[config.mk]
export PLATFORM = sky130hd
export DESIGN_NAME = dmx_rx_flat
export DESIGN_NICKNAME = d
export VERILOG_FILES = /design/src/rtl/dmx_pkg.sv /design/src/rtl/dmx_rx_if.sv /design/src/rtl/dmx_rx.sv /design/src/flat_wrapper.sv
export SDC_FILE = /design/constraint.sdc
export NUM_CORES = 1
export LEC_CHECK = 0
export CAP_MARGIN = 10
export CELL_PAD_IN_SITES_DETAIL_PLACEMENT = 0
export CELL_PAD_IN_SITES_GLOBAL_PLACEMENT = 1
export CORE_MARGIN = 8
export CORE_UTILIZATION = 38
export CTS_BUF_LIST = sky130_fd_sc_hd__clkbuf_8
export DETAILED_ROUTE_END_ITERATION = 8
export PLACE_DENSITY_LB_ADDON = 0.15
export SETUP_SLACK_MARGIN = 0.05
export SYNTH_ARGS = -nofsm -noshare
export SYNTH_HDL_FRONTEND = slang
export SYNTH_SLANG_ARGS = --single-unit
[constraint.sdc]
create_clock -name CLK_40 -period 4.5 [get_ports CLK_40]
set_input_delay 1.35 -clock CLK_40 [delete_from_list [all_inputs] [get_ports CLK_40]]
set_output_delay 1.35 -clock CLK_40 [all_outputs]
set_load 0.05 [all_outputs]
[src/rtl/dmx_pkg.sv]
// dmx_pkg: shared definitions for the DMX512 slot receiver.
//   dmx_state_t            receiver state encoding
//   DMX_MAX_SLOTS          slots in a full DMX512 packet
//   DMX_START_CODE_DIMMER  start code of a standard dimmer packet
package dmx_pkg;

  typedef enum logic [2:0] {
    ST_IDLE  = 3'd0,
    ST_BREAK = 3'd1,
    ST_START = 3'd2,
    ST_SLOTS = 3'd3,
    ST_SKIP  = 3'd4
  } dmx_state_t;

  localparam int         DMX_MAX_SLOTS         = 512;
  localparam logic [7:0] DMX_START_CODE_DIMMER = 8'h00;

endpackage

[src/rtl/dmx_rx_if.sv]
// dmx_rx_if: byte stream from the UART and slot write bus to the slot store.
//   rx_data / rx_data_strobe / rx_break_detect : UART -> receiver
//   slot_addr / slot_data / slot_we            : receiver -> slot store
// master = parent side (UART + store), slave = dmx_rx.
interface dmx_rx_if;
  logic [7:0] rx_data;
  logic       rx_data_strobe;
  logic       rx_break_detect;
  logic [8:0] slot_addr;
  logic [7:0] slot_data;
  logic       slot_we;

  modport master (
    output rx_data, rx_data_strobe, rx_break_detect,
    input  slot_addr, slot_data, slot_we
  );

  modport slave (
    input  rx_data, rx_data_strobe, rx_break_detect,
    output slot_addr, slot_data, slot_we
  );
endinterface

[src/rtl/dmx_rx.sv]
// dmx_rx: DMX512 frame receiver. Tracks break / start code / slots from a
// UART byte stream and writes the slots that fall inside a WINDOW-slot
// window starting at base_addr.
//   CLK_40            system clock (40 MHz)
//   reset             synchronous, active-high reset
//   bus (slave)       UART byte stream in, slot write bus out
//   base_addr         first slot of the window (latched at start code)
//   frame_done        one-cycle pulse at end of a dimmer frame
//   frame_slot_count  slots received in the last completed frame
//   start_code        start code of the most recent packet
//   signal_valid      a valid frame has completed and no timeout since
module dmx_rx
  import dmx_pkg::*;
#(
  parameter int WINDOW         = 256,
  parameter int TIMEOUT_CYCLES = 40000000,
  parameter int TIMEOUT_WIDTH  = 26
) (
  input  logic         CLK_40,
  input  logic         reset,
  dmx_rx_if.slave      bus,
  input  logic [8:0]   base_addr,
  output logic         frame_done,
  output logic [9:0]   frame_slot_count,
  output logic [7:0]   start_code,
  output logic         signal_valid
);

  dmx_state_t               state_r;
  logic [9:0]               slot_index_r;
  logic [8:0]               base_r;
  logic [TIMEOUT_WIDTH-1:0] timeout_r;
  logic [8:0]               slot_addr_r;
  logic [7:0]               slot_data_r;
  logic                     slot_we_r;
  logic                     frame_done_r;
  logic [9:0]               frame_slot_count_r;
  logic [7:0]               start_code_r;
  logic                     signal_valid_r;
  logic                     timeout_hit_s;

  // Window test in 11 bits so base+WINDOW past 511 clips instead of wrapping.
  function automatic logic in_window(input logic [9:0] idx, input logic [8:0] base);
    logic [10:0] rel;
    rel = {1'b0, idx} - {2'b00, base};
    return (idx >= {1'b0, base}) && (rel < 11'(WINDOW)) && (idx <= 10'd511);
  endfunction

  // A strobe in the same cycle counts as activity, so it can never time out.
  assign timeout_hit_s = (state_r != ST_IDLE) && !bus.rx_data_strobe &&
                         (timeout_r == TIMEOUT_WIDTH'(TIMEOUT_CYCLES - 1));

  // Receiver FSM, timeout counter and registered outputs.
  always_ff @(posedge CLK_40) begin
    if (reset) begin
      state_r            <= ST_IDLE;
      slot_index_r       <= 10'd0;
      base_r             <= 9'd0;
      timeout_r          <= '0;
      slot_addr_r        <= 9'd0;
      slot_data_r        <= 8'd0;
      slot_we_r          <= 1'b0;
      frame_done_r       <= 1'b0;
      frame_slot_count_r <= 10'd0;
      start_code_r       <= 8'd0;
      signal_valid_r     <= 1'b0;
    end else begin
      slot_we_r    <= 1'b0;
      frame_done_r <= 1'b0;
      if (bus.rx_break_detect) begin
        // Break wins over any coincident byte; closes an open dimmer frame.
        if (state_r == ST_SLOTS && slot_index_r != 10'd0) begin
          frame_done_r       <= 1'b1;
          frame_slot_count_r <= slot_index_r;
          signal_valid_r     <= 1'b1;
        end else begin
          frame_done_r <= 1'b0;
        end
        state_r   <= ST_BREAK;
        timeout_r <= '0;
      end else if (timeout_hit_s) begin
        // A partial frame still reports, but the link is declared lost.
        if (state_r == ST_SLOTS && slot_index_r != 10'd0) begin
          frame_done_r       <= 1'b1;
          frame_slot_count_r <= slot_index_r;
        end else begin
          frame_done_r <= 1'b0;
        end
        signal_valid_r <= 1'b0;
        state_r        <= ST_IDLE;
        timeout_r      <= '0;
      end else begin
        case (state_r)
          ST_IDLE: begin
            timeout_r <= '0;
          end
          ST_BREAK: begin
            state_r   <= ST_START;
            timeout_r <= '0;
          end
          ST_START: begin
            if (bus.rx_data_strobe) begin
              start_code_r <= bus.rx_data;
              timeout_r    <= '0;
              if (bus.rx_data == DMX_START_CODE_DIMMER) begin
                state_r      <= ST_SLOTS;
                slot_index_r <= 10'd0;
                base_r       <= base_addr;
              end else begin
                state_r <= ST_SKIP;
              end
            end else begin
              timeout_r <= timeout_r + 1'b1;
            end
          end
          ST_SLOTS: begin
            if (bus.rx_data_strobe) begin
              timeout_r    <= '0;
              slot_index_r <= slot_index_r + 10'd1;
              if (in_window(slot_index_r, base_r)) begin
                slot_we_r   <= 1'b1;
                slot_addr_r <= 9'(slot_index_r - {1'b0, base_r});
                slot_data_r <= bus.rx_data;
              end else begin
                slot_we_r <= 1'b0;
              end
              if (slot_index_r == 10'(DMX_MAX_SLOTS - 1)) begin
                frame_done_r       <= 1'b1;
                frame_slot_count_r <= 10'(DMX_MAX_SLOTS);
                signal_valid_r     <= 1'b1;
                slot_index_r       <= 10'd0;
                state_r            <= ST_IDLE;
              end else begin
                frame_done_r <= 1'b0;
              end
            end else begin
              timeout_r <= timeout_r + 1'b1;
            end
          end
          ST_SKIP: begin
            if (bus.rx_data_strobe) begin
              timeout_r <= '0;
            end else begin
              timeout_r <= timeout_r + 1'b1;
            end
          end
          default: begin
            state_r   <= ST_IDLE;
            timeout_r <= '0;
          end
        endcase
      end
    end
  end

  assign bus.slot_addr    = slot_addr_r;
  assign bus.slot_data    = slot_data_r;
  assign bus.slot_we      = slot_we_r;
  assign frame_done       = frame_done_r;
  assign frame_slot_count = frame_slot_count_r;
  assign start_code       = start_code_r;
  assign signal_valid     = signal_valid_r;

endmodule

[src/flat_wrapper.sv]
// flat-port wrapper written by rule: the top's interface ports become plain ports
module dmx_rx_flat import dmx_pkg::*;
#(
  parameter int WINDOW         = 256,
  parameter int TIMEOUT_CYCLES = 40000000,
  parameter int TIMEOUT_WIDTH  = 26
)
  (CLK_40, reset, base_addr, frame_done, frame_slot_count, start_code, signal_valid, bus_rx_data, bus_rx_data_strobe, bus_rx_break_detect, bus_slot_addr, bus_slot_data, bus_slot_we);
  dmx_rx_if bus_i ();
  input  logic CLK_40;
  input  logic reset;
  input  logic [8:0] base_addr;
  output logic frame_done;
  output logic [9:0] frame_slot_count;
  output logic [7:0] start_code;
  output logic signal_valid;
  input wire logic [$bits(bus_i.rx_data)-1:0] bus_rx_data;
  input wire logic [$bits(bus_i.rx_data_strobe)-1:0] bus_rx_data_strobe;
  input wire logic [$bits(bus_i.rx_break_detect)-1:0] bus_rx_break_detect;
  output wire logic [$bits(bus_i.slot_addr)-1:0] bus_slot_addr;
  output wire logic [$bits(bus_i.slot_data)-1:0] bus_slot_data;
  output wire logic [$bits(bus_i.slot_we)-1:0] bus_slot_we;
  assign bus_i.rx_data = bus_rx_data;
  assign bus_i.rx_data_strobe = bus_rx_data_strobe;
  assign bus_i.rx_break_detect = bus_rx_break_detect;
  assign bus_slot_addr = bus_i.slot_addr;
  assign bus_slot_data = bus_i.slot_data;
  assign bus_slot_we = bus_i.slot_we;
  dmx_rx #(.WINDOW(WINDOW), .TIMEOUT_CYCLES(TIMEOUT_CYCLES), .TIMEOUT_WIDTH(TIMEOUT_WIDTH)) u_core (.CLK_40(CLK_40), .reset(reset), .bus(bus_i), .base_addr(base_addr), .frame_done(frame_done), .frame_slot_count(frame_slot_count), .start_code(start_code), .signal_valid(signal_valid));
endmodule
-- Word-level counts from Yosys, hierarchy flattened
Cells that the tools add are included.
- bits in registers: 86
- input port bits: 21
- word-level logic and storage cells: 98
- add/subtract/negate cells: 4
- $lt $le $gt $ge: 3
- equal/unequal tests: 15
- multiplexer cells: 31
- bitwise gates (word level): 6
- reduce and logical (&&, ||, !) cells: 27
- operators with widths (kind ; number):
    $mux W10 ; 10
    $add A26 B1 Y26 const B ; 1
    $eq A26 B26 Y1 const B ; 1
    $pmux W10 S2 ; 1
    $reduce_and A4 Y1 ; 4
    $mux W1 ; 15
    $mux W3 ; 4
    $ne A4 B3 Y1 const B ; 3
    $pmux W3 S4 ; 1
    $reduce_bool A3 Y1 ; 4
    $lt A11 B9 Y1 const B ; 1
    $sub A10 B9 Y11 ; 1
    $add A10 B1 Y10 const B ; 1
    $eq A10 B9 Y1 const B ; 1
    $ge A10 B9 Y1 ; 1
    $le A10 B9 Y1 const B ; 1
    $reduce_and A5 Y1 ; 2
    $reduce_bool A10 Y1 ; 1
    $reduce_or A5 Y1 ; 2
    $sub A9 B9 Y9 ; 1
    $logic_not A8 Y1 ; 1
    $eq A3 B2 Y1 const B ; 2
    $ne A2 B2 Y1 const B ; 3
    $not A1 Y1 ; 6
    other kinds (12) ; 18

-- Logic depth before layout (Yosys ltp)
Gate-level depths: netlist (run 1).
- depth in word-level cells: 6
- mapped depth: 10
- depth with buffers taken out: 9

-- Worst setup path after synthesis (run 1)
Ideal clock, no wire load.
- kind: in2reg
- start: input port bus_rx_data[3]
- end: register u_core.slot_index_r[8]
- data arrival time: 2.768 ns
- required time: 4.368 ns
- setup slack: 1.600 ns
- stages: 6
- path buffers: 0
- cells stage by stage: or4_1 > nor2_2 > nor2_1 > or3_4 > o21ai_0 > a21oi_1
- cells in the longest elaborated chain, start to end: 3
- RTL lines (item ; line ; text):
    start, declared ; flat_wrapper.sv:17 ; input wire logic [$bits(bus_i.rx_data)-1:0] bus_rx_data;
    $logic_not A8 Y1 ; dmx_rx.sv:105 ; if (bus.rx_data == DMX_START_CODE_DIMMER) begin
    $ne A2 B1 Y1 (no line) ; -- ;
    $reduce_and A6 Y1 (no line) ; -- ;
    end signal, assigned ; dmx_rx.sv:119 ; slot_index_r <= slot_index_r + 10'd1;
    end, declared ; dmx_rx.sv:30 ; logic [9:0] slot_index_r;
Every way passes these cells.
A chain may end at the register's enable or synchronous reset.

-- Worst setup path in the final report (run 1)
- start: input port bus_rx_data_strobe
- end: register u_core.timeout_r[6]
- cells in the longest elaborated chain, start to end: 4
- RTL lines (item ; line ; text):
    start, declared ; flat_wrapper.sv:18 ; input wire logic [$bits(bus_i.rx_data_strobe)-1:0] bus_rx_data_strobe;
    $logic_not A1 Y1 ; dmx_rx.sv:50 ; assign timeout_hit_s = (state_r != ST_IDLE) && !bus.rx_data_strobe &&
    $logic_and A1 B1 Y1 (2 in a row) ; dmx_rx.sv:50 ;
    $reduce_or A5 Y1 (no line) * ; -- ;
    end signal, assigned ; dmx_rx.sv:113 ; timeout_r <= timeout_r + 1'b1;
    end signal, assigned ; dmx_rx.sv:137 ; timeout_r <= timeout_r + 1'b1;
    end signal, assigned ; dmx_rx.sv:144 ; timeout_r <= timeout_r + 1'b1;
    end, declared ; dmx_rx.sv:32 ; logic [TIMEOUT_WIDTH-1:0] timeout_r;
Every way passes the cells marked *; elsewhere a longest branch is shown, timed or not.

==> results of run 1 <==
## state kept, by name, indices dropped and copies added (netlist names)
| name | count |
|---|---|
| u_core.timeout_r | 26 |
| u_core.frame_slot_count | 10 |
| u_core.slot_index_r | 10 |
| u_core.base_r | 9 |
| u_core.bus.slot_addr | 9 |
| u_core.bus.slot_data | 8 |
| u_core.start_code | 8 |
| u_core.state_r | 3 |
| u_core.bus.slot_we | 1 |
| u_core.frame_done | 1 |
| u_core.signal_valid | 1 |
## worst max path at each step
stage,endpoint,slack (ns),depth (start not counted)
2_1_floorplan,u_core.slot_index_r[8],1.60,6
3_5_place_dp,u_core.timeout_r[6],0.80,6
6_report,u_core.timeout_r[6],1.19,6
5_1_grt,u_core.timeout_r[5],0.98,6
4_1_cts,u_core.timeout_r[6],1.20,6
3_3_place_gp,u_core.timeout_r[5],0.87,6
## power by group
| group | total (mW) | internal (mW) | switching, mW |
|---|---|---|---|
| Sequential | 0.766 | 0.762 | 0.00385 |
| Clock | 0.518 | 0.242 | 0.276 |
| Combinational | 0.0649 | 0.0265 | 0.0385 |
## routing by layer
metal | up-vias | track usage | wire length [um]
met5 | - | 0 | 0
met4 | 0 | 0.06245 | 133
met3 | 10 | 0.02530 | 574
met2 | 88 | 0.2323 | 4921
met1 | 1671 | 0.2059 | 5271
li1 | 1772 | - | -
## critical path, stage by stage
cell,delay [ns]
clkdlybuf4s50_1,0.51
nor4b_1,0.29
and4b_4,0.30
a31o_4,0.35
or4_4,0.60
nor2_1,0.11
## synth_stat cells, types with 2 or more instances
cell,number,share of area
dfxtp_1,86,0.40
nor2_1,38,0.033
nand2_1,35,0.031
a21oi_1,28,0.033
nor2_4,19,0.050
inv_1,18,0.016
xor2_1,18,0.037
nand3_1,17,0.020
nand4_1,17,0.025
clkbuf_1,15,0.013
and3_1,14,0.020
ha_1,12,0.035
mux2i_1,12,0.028
o21ai_0,12,0.014
o31ai_1,12,0.021
nor3_1,10,0.012
o221a_2,10,0.026
xnor2_1,9,0.018
nor2b_1,7,0.010
a31oi_1,6,0.0087
buf_2,4,0.0047
nor2_2,4,0.0058
a32o_1,3,0.0070
buf_4,3,0.0052
nand2b_1,3,0.0044
nor4_1,3,0.0044
o21a_1,3,0.0052
o311ai_0,3,0.0061
or3_1,3,0.0044
or4_1,3,0.0052
a211oi_1,2,0.0035
a2bb2oi_1,2,0.0041
and2b_1,2,0.0035
and4_1,2,0.0041
buf_12,2,0.0093
mux2_2,2,0.0052
nor3_2,2,0.0047
nor4b_1,2,0.0041
## through the flow
stage	std cells	power, mW	hold slack, ns
6_report	663	1.350	0.4561
5_1_grt	663	1.396	0.4773
4_1_cts	663	1.367	0.4607
3_5_place_dp	647	0.8492	0.4490
3_3_place_gp	647	0.8492	0.4453
2_1_floorplan	467	0.8199	0.4350
## area by class of cell
type	instances	share of cell area
Timing Repair Buffer	62	0.1183
Multi-Input combinational cell	338	0.4610
Sequential cell	86	0.3362
Tap cell	143	0.03494
Clock inverter	4	0.004153
Inverter	18	0.01319
Clock buffer	12	0.03225
## placed cells by master (no fill, tap or decap), drive strengths merged, types with 3 or more instances in the layout
| cell type | instances |
|---|---|
| and3 | 14 |
| o21a | 3 |
| clkbuf | 12 |
| a21oi | 28 |
| nand2 | 36 |
| or3 | 4 |
| buf | 5 |
| o311ai | 3 |
| nand3 | 18 |
| o21ai | 12 |
| nor4 | 4 |
| dfxtp | 86 |
| xnor2 | 9 |
| nand2b | 3 |
| mux2i | 12 |
| ha | 12 |
| o221a | 10 |
| a32o | 3 |
| inv | 19 |
| nor2 | 61 |
| nor3 | 13 |
| clkdlybuf4s50 | 57 |
| xor2 | 18 |
| nor2b | 7 |
| or4 | 4 |
| nand4 | 17 |
| a31oi | 6 |
| o31ai | 12 |
## kinds of logic after synthesis
logic type / count (synthesis) / share of synthesized area
buf+inv: 43 / 0.05062
flops: 86 / 0.4003
xor+xnor: 27 / 0.05499
mux: 14 / 0.03317
simple gates: 193 / 0.2709
compound gates: 91 / 0.1504
fa+ha+maj: 13 / 0.03957
==> qor.csv, run 1 <==
metric,value,unit
status,"complete, no violations",
Area Overhead vs Synth,19.09,%
CTS Root Cell,clkbuf_8,
Num CTS Buffers,9,
Starting DRT DRC Count,209,
gate count of the mapped netlist,467,
Final Cycle Share,0.7352,
Chip Height,122.4,um
final slew viol count,0,
num rows,39,
TritonCTS clock tree,done,
Finished Cell Area,5121,sq um
"Async S/R FF share, synth",0,
Post-DP Area,4935,sq um
CP required,4.73,ns
Mapped Area,4300,sq um
initial antenna violation count,0,
Multi-input gate area,2361,sq um
fillers,1118,
Resize count post-CTS,0,
Worst-path clk slew,0.08,ns
Crit. End Element,flop,
vias in the first global route,3476,
synthesized area per cell,9.209,sq um
Slew @ Worst Pin,0.6296,ns
share of cells above drive strength 1,0.1269,
dpl ws,0.7994,ns
"Endpoint, Worst Hold",u_core.start_code[4],
"EDFF count, synth",0,
wire per inst,16.44,um
RR Startpoint,u_core.slot_index_r[0],
dpl hpwl,7774,um
critical path startpoint,bus_rx_data_strobe,
final WL,10900,um
RSZ-0062 raised after global routing,no,
All-Layer GR Usage,0.1510,
crit path launch type,input pin,
Reg area,1722,sq um
first-pass GRT wire length,18040,um
setup TNS,0,ns
CTS H-tree lvls,3,
final setup margin,1.192,ns
Hold WC Path Type,flop to flop,
CP Class,input pin to flop,
slew margin rel.,0.5803,
Die ar.,14980,sq um
DRT Pass-1 Iters,4,
YS warnings,0,
Main synth FF type,dfxtp_1,
hold path start,u_core.start_code[4],
Routed Antenna Nets,0,
Clock Sinks,86,
post-synthesis register bit count,86,
gpl congestion,0.7746,
sequential share of the synthesized area,0.4003,
largest net degree at the start of global routing,39,
# Max-Cap Violations,0,
DIE WIDTH,122.4,um
Period minus WS final,3.308,ns
Max Clk Rate,302.3,MHz
# IOs,59,
synthesized net count,501,
worst skew pair latency,0.36,ns
vias per cell,5.341,
via count,3541,
PortBufs,58,
# setup viols final,0,
CP Data Arrival Time,3.53,ns
crit path max fanout,26,
RR Endpoint,u_core.bus.slot_addr[6],
cts hold-fix bufs,0,
worst reg-to-reg path cell count,9,
Max VDD drop,0.0001207,V
diode count,0,
Clock Path Buffers,2,
Core ar.,11220,sq um
Layout Nets,549,
final hold vios,0,
pwr/cell area,263.5,nW/um^2
Netlist cell types,62,
drt drc,0,
Final Util,0.4563,
Setup Skew,0.006395,ns
Hold Crit Depth,2,
flop2flop setup slack,1.37,ns
"Setup Fix Bufs, Post-CTS",0,
LEAKAGE,1.740,nW
grt total ovfl,0,
Initial Utilization,0.3832,
No activity file was read; power rests on OpenSTA's default activity.
==> run 2, diff against run 1 <==
- clock period: 4.5 -> 3.3 ns (I/O delays scaled with it)
==> run 2 against run 1 <==
  * Via count up 1.1%
  * Count of clock-buffer cells in the layout up 1
  * Routed wire length up 3.7%
  * Sequential share of layout area down 0.78 points
  * Sequential cell count unchanged
  * Total power up 45%
  * First-iteration DRC count up 15%
  * Critical path depth up 3
  * Sequential power up 37%
  * Non-clock buffer count up 10
  * Cell count up 1.5%
  * Register-to-register slack worse by 0.97 ns
  * Critical endpoint is now u_core.bus.slot_addr[6]
  * Highest routed layer unchanged
==> qor.csv, run 2 (synthesis gave the netlist of run 1 again) <==
metric,value,unit,change
share of cells above drive strength 1,0.1434,,+0.01647
Resize count post-CTS,0,,unchanged
Max Clk Rate,344.7,MHz,
Routed Antenna Nets,0,,unchanged
final setup margin,0.3990,ns,-0.7928 ns
final hold vios,0,,unchanged
CP Class,flop to flop,,
grt total ovfl,0,,unchanged
Core ar.,11220,sq um,unchanged
Final Cycle Share,0.8791,,
Period minus WS final,2.901,ns,
Clock Path Buffers,2,,unchanged
All-Layer GR Usage,0.1554,,+0.004328
gr busiest metal,met2,,
via count,3581,,+1.1%
first-pass GRT wire length,18440,um,+2.3%
dpl ws,0.1948,ns,-0.6046 ns
largest net degree at the start of global routing,39,,unchanged
Chip Height,122.4,um,unchanged
Area Overhead vs Synth,21.91,%,
Post-DP Area,5022,sq um,+1.8%
drt drc,0,,unchanged
TritonCTS clock tree,done,,
Slew @ Worst Pin,0.5298,ns,-0.09982 ns
# Max-Cap Violations,0,,unchanged
vias in the first global route,3575,,+2.8%
CP Data Arrival Time,3.18,ns,-0.35 ns
Max VDD drop,0.0002031,V,+68%
diode count,0,,unchanged
num rows,39,,unchanged
crit path launch type,flop,,
CP Cell Sequence,"inv_1, ha_1, fa_1, and2b_1, o31a_1, a2bb2oi_1, mux2_2, nand3_2, mux2_2",,
Layout Nets,559,,+1.8%
CTS H-tree lvls,3,,unchanged
CTS Root Cell,clkbuf_8,,
pwr/cell area,373.9,nW/um^2,+42%
status,"complete, no violations",,
"commonest non-fill, non-tap cell in the layout",dfxtp_1,,
Worst path slowest cell,mux2_2,,
"Setup Fix Bufs, Post-CTS",0,,unchanged
wire per inst,16.79,um,+2.1%
M2 GR Usage,0.2409,,+0.008541
Crit. End Element,flop,,
Power Total,1.960,mW,+45%
worst skew pair latency,0.38,ns,+0.02 ns
Hold WC Path Type,flop to flop,,
"most used cell, CP",mux2_2,,
final WL,11300,um,+3.7%
DRT Pass-1 Iters,4,,unchanged
setup TNS,0,ns,unchanged
Hold Crit Depth,2,,unchanged
# setup viols final,0,,unchanged
final slew viol count,0,,unchanged
Worst-path clk slew,0.09,ns,about the same
slew margin rel.,0.6367,,+0.05645
Top reg by flops,u_core.timeout_r,,
# IOs,59,,unchanged
most frequent cells in the layout,"dfxtp_1 (86), clkdlybuf4s50_1 (57), nor2_1 (38), nand2_1 (35), a21oi_1 (28)",,
routing usage on met3,0.03174,,+0.006440
max reg flops,26,,unchanged
vias per cell,5.321,,-0.37%
initial antenna violation count,0,,unchanged
crit path max fanout,13,,-50%
DIE WIDTH,122.4,um,unchanged
cts hold-fix bufs,0,,unchanged
Clock Sinks,86,,unchanged
CP peak stage delay,0.52,ns,-0.08 ns
met1 usage,0.2067,,+0.0008046
Num CTS Buffers,9,,unchanged
LEAKAGE,1.809,nW,+4.0%
worst reg-to-reg path cell count,9,,unchanged
gpl congestion,0.7993,,+3.2%
Initial Utilization,0.3832,,unchanged
Finished Cell Area,5243,sq um,+2.4%
PortBufs,58,,unchanged
Die ar.,14980,sq um,unchanged
CP required,3.58,ns,-1.15 ns
dpl hpwl,8094,um,+4.1%
RSZ-0062 raised after global routing,no,,
Starting DRT DRC Count,241,,+15%
Setup Skew,0.01154,ns,+0.005141 ns
## run 2: cell types whose count changed in the layout (fill, tap and decap cells not counted), sizes merged
cell / before / now
clkbuf: 12 / 13
clkinv: 2 / 0
buf: 5 / 15
bufinv: 0 / 1
## run 2: path summary, 6_finish.rpt
| kind | startpoint | end | slack [ns] |
|---|---|---|---|
| setup / recovery | u_core.slot_index_r[0] | u_core.bus.slot_addr[6] | 0.40 |
| hold / removal | u_core.start_code[3] | u_core.start_code[3] | 0.46 |
| setup reg to reg | u_core.slot_index_r[0] | u_core.bus.slot_addr[6] | 0.40 |
| hold reg to reg | u_core.start_code[3] | u_core.start_code[3] | 0.46 |
## run 2: critical path: cells and delay by family, from the launching register on
kind / cells / cell delay [ns]
adders and majority gates: 2 / 0.60
buffers and inverters: 1 / 0.09
DFF: 1 / 0.34
muxes: 2 / 0.86
and+or+nand+nor: 2 / 0.42
AOI/OAI and AO/OA: 2 / 0.50
## run 2: layout make-up
cell class                      instances  area [sq um]
Multi-Input combinational cell        338          2361
Tap cell                              143         178.9
Fill cell                            1130          5981
Clock buffer                           13         178.9
Inverter                               18         67.56
Clock inverter                          3         41.29
Timing Repair Buffer                   72         693.2
Sequential cell                        86          1722
## run 2: layer usage
layer	vias up	part of all wire	routed length [um]
met4	0	0.014	162
met3	11	0.047	530
met5	-	0	0
li1	1798	-	-
met1	1699	0.48	5439
met2	73	0.46	5168
## run 2: power by group
part	total, mW	switching (mW)	internal [mW]
combinational	0.0929	0.0541	0.0388
clock	0.822	0.392	0.430
sequential	1.05	0.00520	1.04
total	1.96	0.451	1.51
## run 2: metrics by stage
step,hold slack [ns],util,cells
floorplan,0.4350,-,467
global placement,0.4433,0.4475,657
detailed placement,0.4507,0.4475,657
CTS,0.4615,0.4671,673
global route,0.4754,0.4671,673
finish,0.4561,0.4671,673
